==> config.mk <==
export PLATFORM = sky130hd
export DESIGN_NAME = stream_framer
export DESIGN_NICKNAME = d
export VERILOG_FILES = /design/src/rtl/stream_framer.sv
export SDC_FILE = /design/constraint.sdc
export NUM_CORES = 1
export LEC_CHECK = 0
export ABC_AREA = 0
export ABC_CLOCK_PERIOD_IN_PS = 7400
export BUFFER_PORTS_ARGS = -buffer_cell sky130_fd_sc_hd__clkbuf_2
export CORE_AREA = 2 2 92 94
export CTS_CLUSTER_SIZE = 28
export DETAILED_ROUTE_END_ITERATION = 8
export DIE_AREA = 0 0 94 96
export GPL_TIMING_DRIVEN = 0
export PLACE_DENSITY = 0.85
export SLEW_MARGIN = 20
export SYNTH_ARGS = -nofsm -noshare
export SYNTH_HDL_FRONTEND = slang
export SYNTH_SLANG_ARGS = --single-unit
==> constraint.sdc <==
create_clock -name ap_clk -period 7.4 [get_ports ap_clk]
set_input_delay 1.48 -clock ap_clk [delete_from_list [all_inputs] [get_ports ap_clk]]
set_output_delay 1.48 -clock ap_clk [all_outputs]
set_load 0.01 [all_outputs]
==> src/rtl/stream_framer.sv <==
// stream_framer: wraps every FRAME_LEN stream words between a SYNC header and a checksum word
//   ap_clk, ap_rst                  clock, asynchronous active-high reset
//   in_stream_V_TVALID/TREADY/TDATA upstream 32-bit AXI-stream (accepted only while in DATA)
//   out_stream_V_TVALID/TREADY/TDATA framed 32-bit AXI-stream from a single output register
//   out_stream_V_TLAST              marks the checksum word; present only with STREAM_FRAMER_TLAST_EN
module stream_framer #(
  parameter int unsigned FRAME_LEN = 8,
  parameter logic [7:0]  SYNC      = 8'hA5
) (
  input  logic        ap_clk,
  input  logic        ap_rst,
  input  logic        in_stream_V_TVALID,
  output logic        in_stream_V_TREADY,
  input  logic [31:0] in_stream_V_TDATA,
  output logic        out_stream_V_TVALID,
  input  logic        out_stream_V_TREADY,
`ifdef STREAM_FRAMER_TLAST_EN
  output logic        out_stream_V_TLAST,
`endif
  output logic [31:0] out_stream_V_TDATA
);
  localparam int CW = $clog2(FRAME_LEN + 1);
  typedef enum logic [1:0] {HDR, DATA, SUM} state_e;
  state_e state_q, state_d;
  logic [7:0] seq_q, seq_d;
  logic [CW-1:0] cnt_q, cnt_d;
  logic [31:0] sum_q, sum_d, data_q, data_d;
  logic valid_q, valid_d, load_ok, in_hs;
  assign load_ok = !valid_q || out_stream_V_TREADY;
  assign in_stream_V_TREADY = (state_q == DATA) && load_ok;
  assign in_hs = in_stream_V_TREADY && in_stream_V_TVALID;
  assign out_stream_V_TVALID = valid_q;
  assign out_stream_V_TDATA = data_q;
  always_comb begin
    state_d = state_q;
    seq_d = seq_q;
    cnt_d = cnt_q;
    sum_d = sum_q;
    data_d = data_q;
    valid_d = load_ok ? 1'b0 : valid_q;
    case (state_q)
      HDR: if (in_stream_V_TVALID && load_ok) begin
        valid_d = 1'b1;
        data_d = {SYNC, seq_q, FRAME_LEN[15:0]};
        sum_d = '0;
        cnt_d = '0;
        state_d = DATA;
      end
      DATA: if (in_hs) begin
        valid_d = 1'b1;
        data_d = in_stream_V_TDATA;
        sum_d = sum_q + in_stream_V_TDATA;
        cnt_d = cnt_q + 1'b1;
        state_d = (cnt_q == CW'(FRAME_LEN - 1)) ? SUM : DATA;
      end
      SUM: if (load_ok) begin
        valid_d = 1'b1;
        data_d = sum_q;
        seq_d = seq_q + 8'd1;
        state_d = HDR;
      end
      default: state_d = HDR;
    endcase
  end
  always_ff @(posedge ap_clk or posedge ap_rst) begin
    if (ap_rst) begin
      state_q <= HDR;
      seq_q <= '0;
      cnt_q <= '0;
      sum_q <= '0;
      data_q <= '0;
      valid_q <= 1'b0;
    end else begin
      state_q <= state_d;
      seq_q <= seq_d;
      cnt_q <= cnt_d;
      sum_q <= sum_d;
      data_q <= data_d;
      valid_q <= valid_d;
    end
  end
`ifdef STREAM_FRAMER_TLAST_EN
  // every load while in SUM is the checksum word; any other load (or idle) clears it
  logic last_q, last_d;
  assign last_d = load_ok ? (state_q == SUM) : last_q;
  assign out_stream_V_TLAST = last_q;
  always_ff @(posedge ap_clk or posedge ap_rst) begin
    if (ap_rst) last_q <= 1'b0;
    else last_q <= last_d;
  end
`endif
endmodule

==> metrics.txt, run 1 <==
clk sinks just under 80; Sw Pwr approximately 1000 µW; Routed Antenna Nets 0; dpl hpwl between 9 and 10 mm; sequential share of power between 30% and 40%; setup slack, reg-to-reg 4.14 ns; First DRT Iteration DRCs 302; Mean Syn Cell Area 9.11 µm²; Worst Hold End seq_q[7]; clock-pin slew on the worst setup and hold paths 0.08 ns; critical-path cell list clkbuf_2 -> ha_1 -> inv_1 -> fa_1 -> nor2b_1 -> o31ai_2 -> a311oi_2 -> o2111ai_2 -> a21oi_1 -> a31o_1 -> nor4_1 -> or3_1; hold depth 1; vias in the first global route between 4,000 and 5,000; post-synthesis cell area 4960 µm²; global-route wire length before repair 21.1 mm; count of flip-flops with a built-in enable after synthesis 0; cts repair resizes 0; postcts setup bufs 0; P&R area growth vs syn 13.5%; CTS max path bufs 2; Sum Neg Setup Slack 0 ns; Setup CP Type in -> reg; Final GP Congestion ~0.95; Int Pwr 1.16 mW; pwr dens 381 nW/µm²; die span in y between 90 and 100 µm; unrepaired setup endpoints after global routing no; Final Routed Wirelength 12.8 mm; proportion of layout cells with a drive suffix above 1 16.3%; via count 4,576; synthesis warning total 0; area of the multi-input gates 2820 µm²; status complete, no violations; MaxCap Viol Count 0; gr usage total between 20 and 30%; worst min path class reg -> reg; Crit. End Element flop; DRC 0; xor/xnor share of the synthesized area 5.30%; PnR Total Power 2.14 mW; Critical-path top delay cell a311oi_2; critical path peak fanout 4; row count 33; Reg2Reg Capture Point sum_q[28]; GRT overflow 0; Synth top area share approximately 40%; Inserted Clock Buffers 9; static leakage ~2.7 nW; initial antenna violation count 0; I/O Pins 70; CTS tree done; Logic pwr share 53.8%; Synth Area in Compound Gates between 20 and 30%; Setup Skew 0.0127 ns; core area about 8100 µm²; fmax 245 MHz; max incr delay on CP 0.43 ns; Layout Nets 700; Adder-Cell Fraction of Synth Area about a tenth; register area just under 2000 µm²; die footprint 9020 µm²; Worst Max-Slew Pin Slew 0.748 ns; sequential share of the synthesized area 39.8%; final setup fails 0; Most used DFF post-synth dfrtp_1; most common cell in the netlist nand2_1; I/O Buffers 69; Starting Density 61.6%; asr flop ratio synth 100%; main combinational cell family by area after synthesis compound AO/OA/AOI/OAI gates; part of the power in the clock network 13.2%; Clock Tree Root clkbuf_8; largest net degree at the start of global routing 47; Data required, critical path around 7.6 ns; hold path start seq_q[7]; Netlist cell types between 60 and 70; worst-skew pair later-pin latency 0.36 ns; max-slew violation count 0; Peak supply drop 0.178 mV; Die Wd between 90 and 100 µm; Slew headroom 49.8%; sum of buffers and inverters on the critical path 2; period utilization 55.0%; Critical R2R Launch sum_q[0]; DR pass1 iterations 5; Period minus WS final 4.07 ns; post-synthesis simple-gate area fraction 14.1%; cells after synthesis 545; crit path launch type primary input; # hold bufs at CTS 0; Worst Path Arrival 4.30 ns; Fill cells 648; CP delay by family, top compound AO/OA/AOI/OAI gates; Net Sw Frac between 40 and 50%; Final Hold Fails 0; Vias/cell 6.23; H-tree levels 3; Synth area leader dfrtp_1; Mapped Nets 619; # diodes 0; wire per inst 17.5 µm; top post-synthesis cells by area dfrtp_1, ha_1, o21ai_0; #FFs+latches synth 79; synth cell count leaders nand2_1, dfrtp_1, o21ai_0; mux cell area share after synthesis 0.227%; R2R cell count 11
cell families after synthesis:
kind of cell	count (synthesis)
AO/OA/AOI/OAI	204
AND/OR/NAND/NOR	149
flip-flops	79
buffers and inverters	44
adder cells (fa/ha/maj)	38
XOR/XNOR	30
multiplexers	1
routing by layer:
layer  track usage, %  vias up  part of all wire [%]
met1             39.4     2177                    43
met4             10.4        0                   2.7
met5                0        -                     0
li1                 -     2150                     -
met3             5.17       39                   6.9
met2             49.5      210                    47
cell usage in the layout, fill, tap and decap left out, drive strengths merged, types with 5 or more instances in the layout:
cell	n
clkbuf	103
nand2	86
o21ai	80
dfrtp	79
ha	37
a21oi	28
a22oi	28
inv	18
a21o	18
xor2	17
nor2	16
xnor2	13
nand3	9
a31oi	5
a221oi	5
and2	5
through the flow:
stage	instance area [µm²]	hold WS, ns	utilization (%)	setup WS (ns)	instances
3_3_place_gp	5440	0.457	67.6	2.99	719
3_5_place_dp	5470	0.462	67.9	3.08	720
5_1_grt	5630	0.499	69.9	3.17	735
4_1_cts	5630	0.477	69.9	3.41	735
2_1_floorplan	4960	0.436	-	3.64	545
6_report	5630	0.477	69.9	3.33	735
sequential cells by signal, indices dropped and copies added (netlist names):
register,flops
cnt_q,4
out_stream_V_TDATA,32
out_stream_V_TVALID,1
seq_q,8
state_q,2
sum_q,32
worst reg2reg max path: cells and delay by family (launching register included):
| family | cells | cell delay [ns] |
|---|---|---|
| adders and majority gates | 2 | 0.61 |
| buffers and inverters | 1 | 0.06 |
| and+or+nand+nor | 3 | 0.60 |
| DFF | 1 | 0.39 |
| AOI/OAI and AO/OA | 5 | 1.48 |
area by class of cell:
class	count	share of cell area (%)
repair buffers	70	6.62
plain buffers	26	1.73
multi-input cells	422	50.1
well taps	105	2.33
flip-flops and latches	79	35.1
clock buffers	9	2.20
clock inverters	6	0.689
inverters	18	1.24
power by group through the flow:
stage               sequential, mW  combinational [mW]  clock [mW]
floorplan                    0.728               0.779           0
global placement             0.699                1.09           0
detailed placement           0.712                1.13           0
CTS                          0.705                1.14       0.286
global route                 0.725                1.29       0.302
finish                       0.706                1.15       0.284
worst max-delay path by stage:
| stage | startpoint | endpoint | cells past startpoint |
|---|---|---|---|
| final | in_stream_V_TDATA[0] | sum_q[28] | 12 |
| after global routing | in_stream_V_TDATA[0] | sum_q[28] | 12 |
| after CTS | in_stream_V_TDATA[0] | sum_q[28] | 12 |
| after detailed placement | in_stream_V_TDATA[0] | sum_q[28] | 12 |
| after global placement | ap_rst | sum_q[15] | 2 |
| after floorplan | in_stream_V_TDATA[0] | sum_q[28] | 11 |
Note: power is estimated with default switching activity, not from simulation.
==> run 2, diff against run 1 <==
--- a/config.mk
+++ b/config.mk
@@ -6,14 +6,14 @@
 export NUM_CORES = 1
 export LEC_CHECK = 0
 export ABC_AREA = 0
-export ABC_CLOCK_PERIOD_IN_PS = 7400
+export ABC_CLOCK_PERIOD_IN_PS = 3700
 export BUFFER_PORTS_ARGS = -buffer_cell sky130_fd_sc_hd__clkbuf_2
-export CORE_AREA = 2 2 92 94
+export CORE_AREA = 2 2 101 103
 export CTS_CLUSTER_SIZE = 28
 export DETAILED_ROUTE_END_ITERATION = 8
-export DIE_AREA = 0 0 94 96
+export DIE_AREA = 0 0 103 105
 export GPL_TIMING_DRIVEN = 0
-export PLACE_DENSITY = 0.85
+export PLACE_DENSITY = 0.75
 export SLEW_MARGIN = 20
 export SYNTH_ARGS = -nofsm -noshare
 export SYNTH_HDL_FRONTEND = slang
==> constraint.sdc (replaced) <==
create_clock -name ap_clk -period 3.7 [get_ports ap_clk]
set_input_delay 0.74 -clock ap_clk [delete_from_list [all_inputs] [get_ports ap_clk]]
set_output_delay 0.74 -clock ap_clk [all_outputs]
set_load 0.01 [all_outputs]
==> metrics.txt, run 2 (synthesis gave the netlist of run 1 again) <==
Reg2Reg Capture Point sum_q[28]; Setup Skew 0.00925 ns; die footprint 10,800 µm²; DR pass1 iterations 6; Vias/cell between 5 and 6; Clock Tree Root clkbuf_8; Logic pwr share 50.9%; Die Wd 103 µm; largest net degree at the start of global routing 56; R2R cell count 11; I/O Buffers 69; Inserted Clock Buffers 9; Worst Max-Slew Pin Slew 0.809 ns; Peak supply drop 0.295 mV; final setup fails 0; period utilization 86.9%; Int Pwr 2.53 mW; clk sinks 79; CTS max path bufs 2; Starting Density 51.5%; I/O Pins 70; P&R area growth vs syn 15.8%; core area 9640 µm²; Data required, critical path between 3 and 4 ns; cts repair resizes 0; # diodes 0; setup slack, reg-to-reg 0.54 ns; worst min path class in -> async; Critical R2R Launch sum_q[0]; max incr delay on CP 0.41 ns; critical-path cell list clkbuf_2 -> ha_1 -> inv_1 -> fa_1 -> nor2b_1 -> o31ai_2 -> a311oi_2 -> o2111ai_2 -> a21oi_1 -> a31o_1 -> nor4_1 -> or3_1; Final GP Congestion 0.880; sequential share of power between 30% and 40%; status complete, no violations; part of the power in the clock network 17.9%; top routing layer in use met4; Critical-path top delay cell a21oi_1; Setup Slack @ Placement between 0.1 and 0.15 ns; global-route wire length before repair around 21 mm; static leakage 2.77 nW; MaxCap Viol Count 0; non-filler cells, final 764; met1 wire length 5.86 mm; Crit. End Element flop; wire per inst 16.8 µm; post-layout util 59.6%; DRC 0; vias in the first global route 4,286; gr usage total 24.9%; Setup CP Type in -> reg; max-slew violation count 0; H-tree levels 3; worst-skew pair later-pin latency 0.38 ns; pwr dens slightly below 800 nW/µm²; Slew headroom between 40% and 50%; First DRT Iteration DRCs 243; die span in y 105 µm; Sw Pwr 1.98 mW; fmax around 310 MHz; proportion of layout cells with a drive suffix above 1 between 10% and 20%; Final WS setup a little under 0.5 ns; clock-pin slew on the worst setup and hold paths 0.09 ns; row count 36; placed cells around 750; routed wl met3 728 µm; Period minus WS final 3.22 ns; crit path launch type primary input; dpl hpwl 9.68 mm; Worst Path Arrival 3.48 ns; most frequent cells in the layout nand2_1, dfrtp_1, clkbuf_2, o21ai_0, ha_1; Final Routed Wirelength 12.9 mm; # hold bufs at CTS 0; via count 4,497; Final Hold Fails 0; postcts setup bufs 0; CTS tree done; Hold WS 0.323 ns; unrepaired setup endpoints after global routing no; Layout Nets 700; Net Sw Frac 43.8%; PnR Total Power approximately 4.5 mW; most common library cell in the layout ignoring fill and taps nand2_1; initial antenna violation count 0; Routed Antenna Nets 0; WL met2 around 6.1 mm; GRT overflow 0; critical path peak fanout 4
==> run 2: changes by cell type in the layout (fill, tap and decap cells not counted) <==
cell / change
bufinv_16: +3
clkinv_2: -2
clkinvlp_4: -1
inv_6: +1
==> run 2: through the flow <==
step	TNS (ns)	area, µm²
floorplan	0	4960
global placement	-2.08	5470
detailed placement	0	5500
CTS	0	5750
global route	0	5750
finish	0	5750
==> run 2: routing by layer <==
layer | GRT usage [%] | vias up
met5 | 0 | -
met4 | 7.24 | 0
met3 | 5.82 | 20
met2 | 39.2 | 125
met1 | 34.0 | 2213
li1 | - | 2139
==> run 2: how the worst max path moves through the flow <==
stage	from	end	slack, ns	cells past startpoint
finish	in_stream_V_TDATA[0]	sum_q[28]	0.48	12
CTS	in_stream_V_TDATA[0]	sum_q[28]	0.51	12
floorplan	in_stream_V_TDATA[0]	sum_q[28]	0.68	11
global route	in_stream_V_TDATA[0]	sum_q[28]	0.31	12
global placement	ap_rst	seq_q[2]	-0.03	2
detailed placement	in_stream_V_TDATA[0]	sum_q[28]	0.14	12
==> run 2: critical path: cells and delay by family <==
kind	cells	cell delay (ns)
buffers and inverters	2	0.16
AOI/OAI and AO/OA	5	1.39
and+or+nand+nor	3	0.57
adders and majority gates	2	0.60
==> run 2: layout make-up <==
cell class,instances,area (µm²)
timing repair buffer,70,373
fill,889,3890
multi-input combinational,422,2820
clock buffer,9,124
clock inverter,7,120
inverter,18,70.1
tap,133,166
buffer,26,97.6
sequential,79,1980
==> run 2: power by group through the flow <==
stage | registers [mW] | clock network, mW | logic, mW
after floorplan | 1.46 | 0 | 1.56
after CTS | 1.40 | 0.806 | 2.27
after global placement | 1.40 | 0 | 2.19
after detailed placement | 1.42 | 0 | 2.26
after global routing | 1.45 | 0.849 | 2.57
final | 1.41 | 0.805 | 2.29
==> run 3, diff against run 2 <==
--- a/config.mk
+++ b/config.mk
@@ -8,12 +8,15 @@
 export ABC_AREA = 0
 export ABC_CLOCK_PERIOD_IN_PS = 3700
 export BUFFER_PORTS_ARGS = -buffer_cell sky130_fd_sc_hd__clkbuf_2
-export CORE_AREA = 2 2 101 103
+export CELL_PAD_IN_SITES_DETAIL_PLACEMENT = 1
+export CELL_PAD_IN_SITES_GLOBAL_PLACEMENT = 1
+export CORE_AREA = 2 2 115 117
 export CTS_CLUSTER_SIZE = 28
 export DETAILED_ROUTE_END_ITERATION = 8
-export DIE_AREA = 0 0 103 105
+export DIE_AREA = 0 0 117 119
 export GPL_TIMING_DRIVEN = 0
-export PLACE_DENSITY = 0.75
+export PLACE_DENSITY_LB_ADDON = 0.1
+export SETUP_SLACK_MARGIN = 0.5
 export SLEW_MARGIN = 20
 export SYNTH_ARGS = -nofsm -noshare
 export SYNTH_HDL_FRONTEND = slang
==> metrics.txt, run 3 (synthesis gave the netlist of run 1 again) <==
status complete, no violations; grt met1 use between 30% and 40%; cell area after layout 5940 µm²; final setup fails 0; dpl hpwl 11.5 mm; most common library cell in the layout ignoring fill and taps nand2_1; Final GP Congestion a little over 0.8; critical path startpoint in_stream_V_TDATA[0]; Layout Nets 701; critical-path cell list clkbuf_2 -> ha_1 -> inv_1 -> fa_1 -> nor2b_2 -> o31ai_4 -> a311oi_2 -> o2111ai_2 -> a2111o_1 -> nand3_1 -> nor4_1 -> or3_1; Setup Slack @ Placement 0.0172 ns; crit path launch type primary input; max incr delay on CP about 0.43 ns; row count 42; Critical-path top delay cell a2111o_1; critical path peak fanout 4; met2 usage 37.0%; Crit. End Element flop; Final WS setup 0.581 ns; DRC 0; Reg2Reg Capture Point sum_q[30]; most frequent cells in the layout nand2_1, dfrtp_1, clkbuf_2, o21ai_0, ha_1; cell area after placement 5560 µm²; Peak supply drop 0.310 mV; setup slack, reg-to-reg 0.67 ns; most used routing layer met2; Period minus WS final 3.12 ns; R2R cell count 11; Final Hold Fails 0; met3 usage 3.21%; I/O Buffers 69; PnR Total Power 4.89 mW; CP delay by family, top compound AO/OA/AOI/OAI gates; Vias/cell 5.53; vias in the first global route 4,653; worst-skew pair later-pin latency 0.34 ns; H-tree levels 3; largest net degree at the start of global routing 48; core area 12,900 µm²; die span in y ~120 µm; static leakage 2.84 nW; wire per inst 18.7 µm; Critical R2R Launch sum_q[0]; First DRT Iteration DRCs between 200 and 250; P&R area growth vs syn 19.7%; clk sinks 79; unrepaired setup endpoints after global routing yes; period utilization a little over four fifths; Worst Path Arrival 3.34 ns; Crit path depth 12; Final Routed Wirelength 15.1 mm; clock-pin slew on the worst setup and hold paths 0.06 ns; worst min path class in -> async; worst setup path endpoint sum_q[30]; Slew headroom 40.4%; Setup CP Type in -> reg; Routed Antenna Nets 0; die footprint 13,900 µm²; fmax approximately 320 MHz; Data required, critical path 3.92 ns; initial antenna violation count 0; Die Wd approximately 120 µm; # diodes 0; CTS tree done; max-slew violation count 0; Starting Density 38.5%; pwr dens around 800 nW/µm²; GRT overflow 0; MaxCap Viol Count 0; via count 4,461; Setup Skew between 0.005 and 0.006 ns; Inserted Clock Buffers 9; I/O Pins 70; CTS max path bufs 2; proportion of layout cells with a drive suffix above 1 between 10% and 20%; Hold WS between 0.4 and 0.5 ns; DR pass1 iterations 4; Clock Tree Root clkbuf_16; Worst Max-Slew Pin Slew slightly below 0.9 ns; sum of buffers and inverters on the critical path 2; global-route wire length before repair 24.5 mm; gr usage total 22.9%
==> run 3: changes by cell type in the layout (fill, tap and decap cells not counted), sizes merged <==
cell | before | now
buf | 2 | 3
bufinv | 3 | 4
clkinvlp | 1 | 0
inv | 19 | 18
==> run 3: layout make-up <==
| class | instances | area [µm²] |
|---|---|---|
| flip-flops and latches | 79 | 1980 |
| plain buffers | 26 | 98.8 |
| clock inverters | 6 | 134 |
| multi-input cells | 422 | 2840 |
| clock buffers | 9 | 225 |
| repair buffers | 71 | 380 |
| inverters | 18 | 70.1 |
| well taps | 176 | 220 |
| fillers | 1551 | 6930 |
==> run 3: metal layers <==
| layer | routed length (µm) | vias to the layer above |
|---|---|---|
| li1 | - | 2142 |
| met1 | 7110 | 2212 |
| met2 | 7270 | 92 |
| met3 | 499 | 15 |
| met4 | 234 | 0 |
| met5 | 0 | - |
==> run 3: timing repair <==
item                                    in CTS  in global routing
hold buffers                                 0                  0
buffers inserted                             1                  0
gates resized for setup                      1                  4
endpoints found under the setup margin       2                  3
pin swaps                                    1                  1
==> run 3: per-stage QoR <==
stage	TNS, ns	utilization (%)	instances
detailed placement	0	43.2	791
global placement	-17.81	42.9	790
global route	0	46.1	807
floorplan	0	-	545
CTS	0	46.0	807
finish	0	46.1	807
==> run 3: worst min-delay path by stage <==
stage | cells after the start | startpoint | to
global route | 2 | ap_rst | out_stream_V_TDATA[3]
finish | 2 | ap_rst | out_stream_V_TDATA[3]
detailed placement | 1 | seq_q[7] | seq_q[7]
CTS | 2 | ap_rst | out_stream_V_TDATA[3]
floorplan | 1 | cnt_q[3] | cnt_q[3]
global placement | 1 | seq_q[7] | seq_q[7]
==> run 3: report_power, final <==
group	internal, mW	leakage [nW]	switching, mW
sequential	1.19	1.03	0.226
combinational	0.904	1.63	1.47
clock	0.724	0.175	0.377
==> run 3: worst register-to-register path: stages, from the launching register on <==
cell       delay, ns
dfrtp_1         0.38
ha_1            0.23
inv_1           0.08
fa_1            0.42
nor2b_2         0.21
o31ai_4         0.10
a311oi_2        0.31
o2111ai_2       0.22
a2111o_1        0.43
nand3_1         0.14
nor4_1          0.06
or3_1           0.33
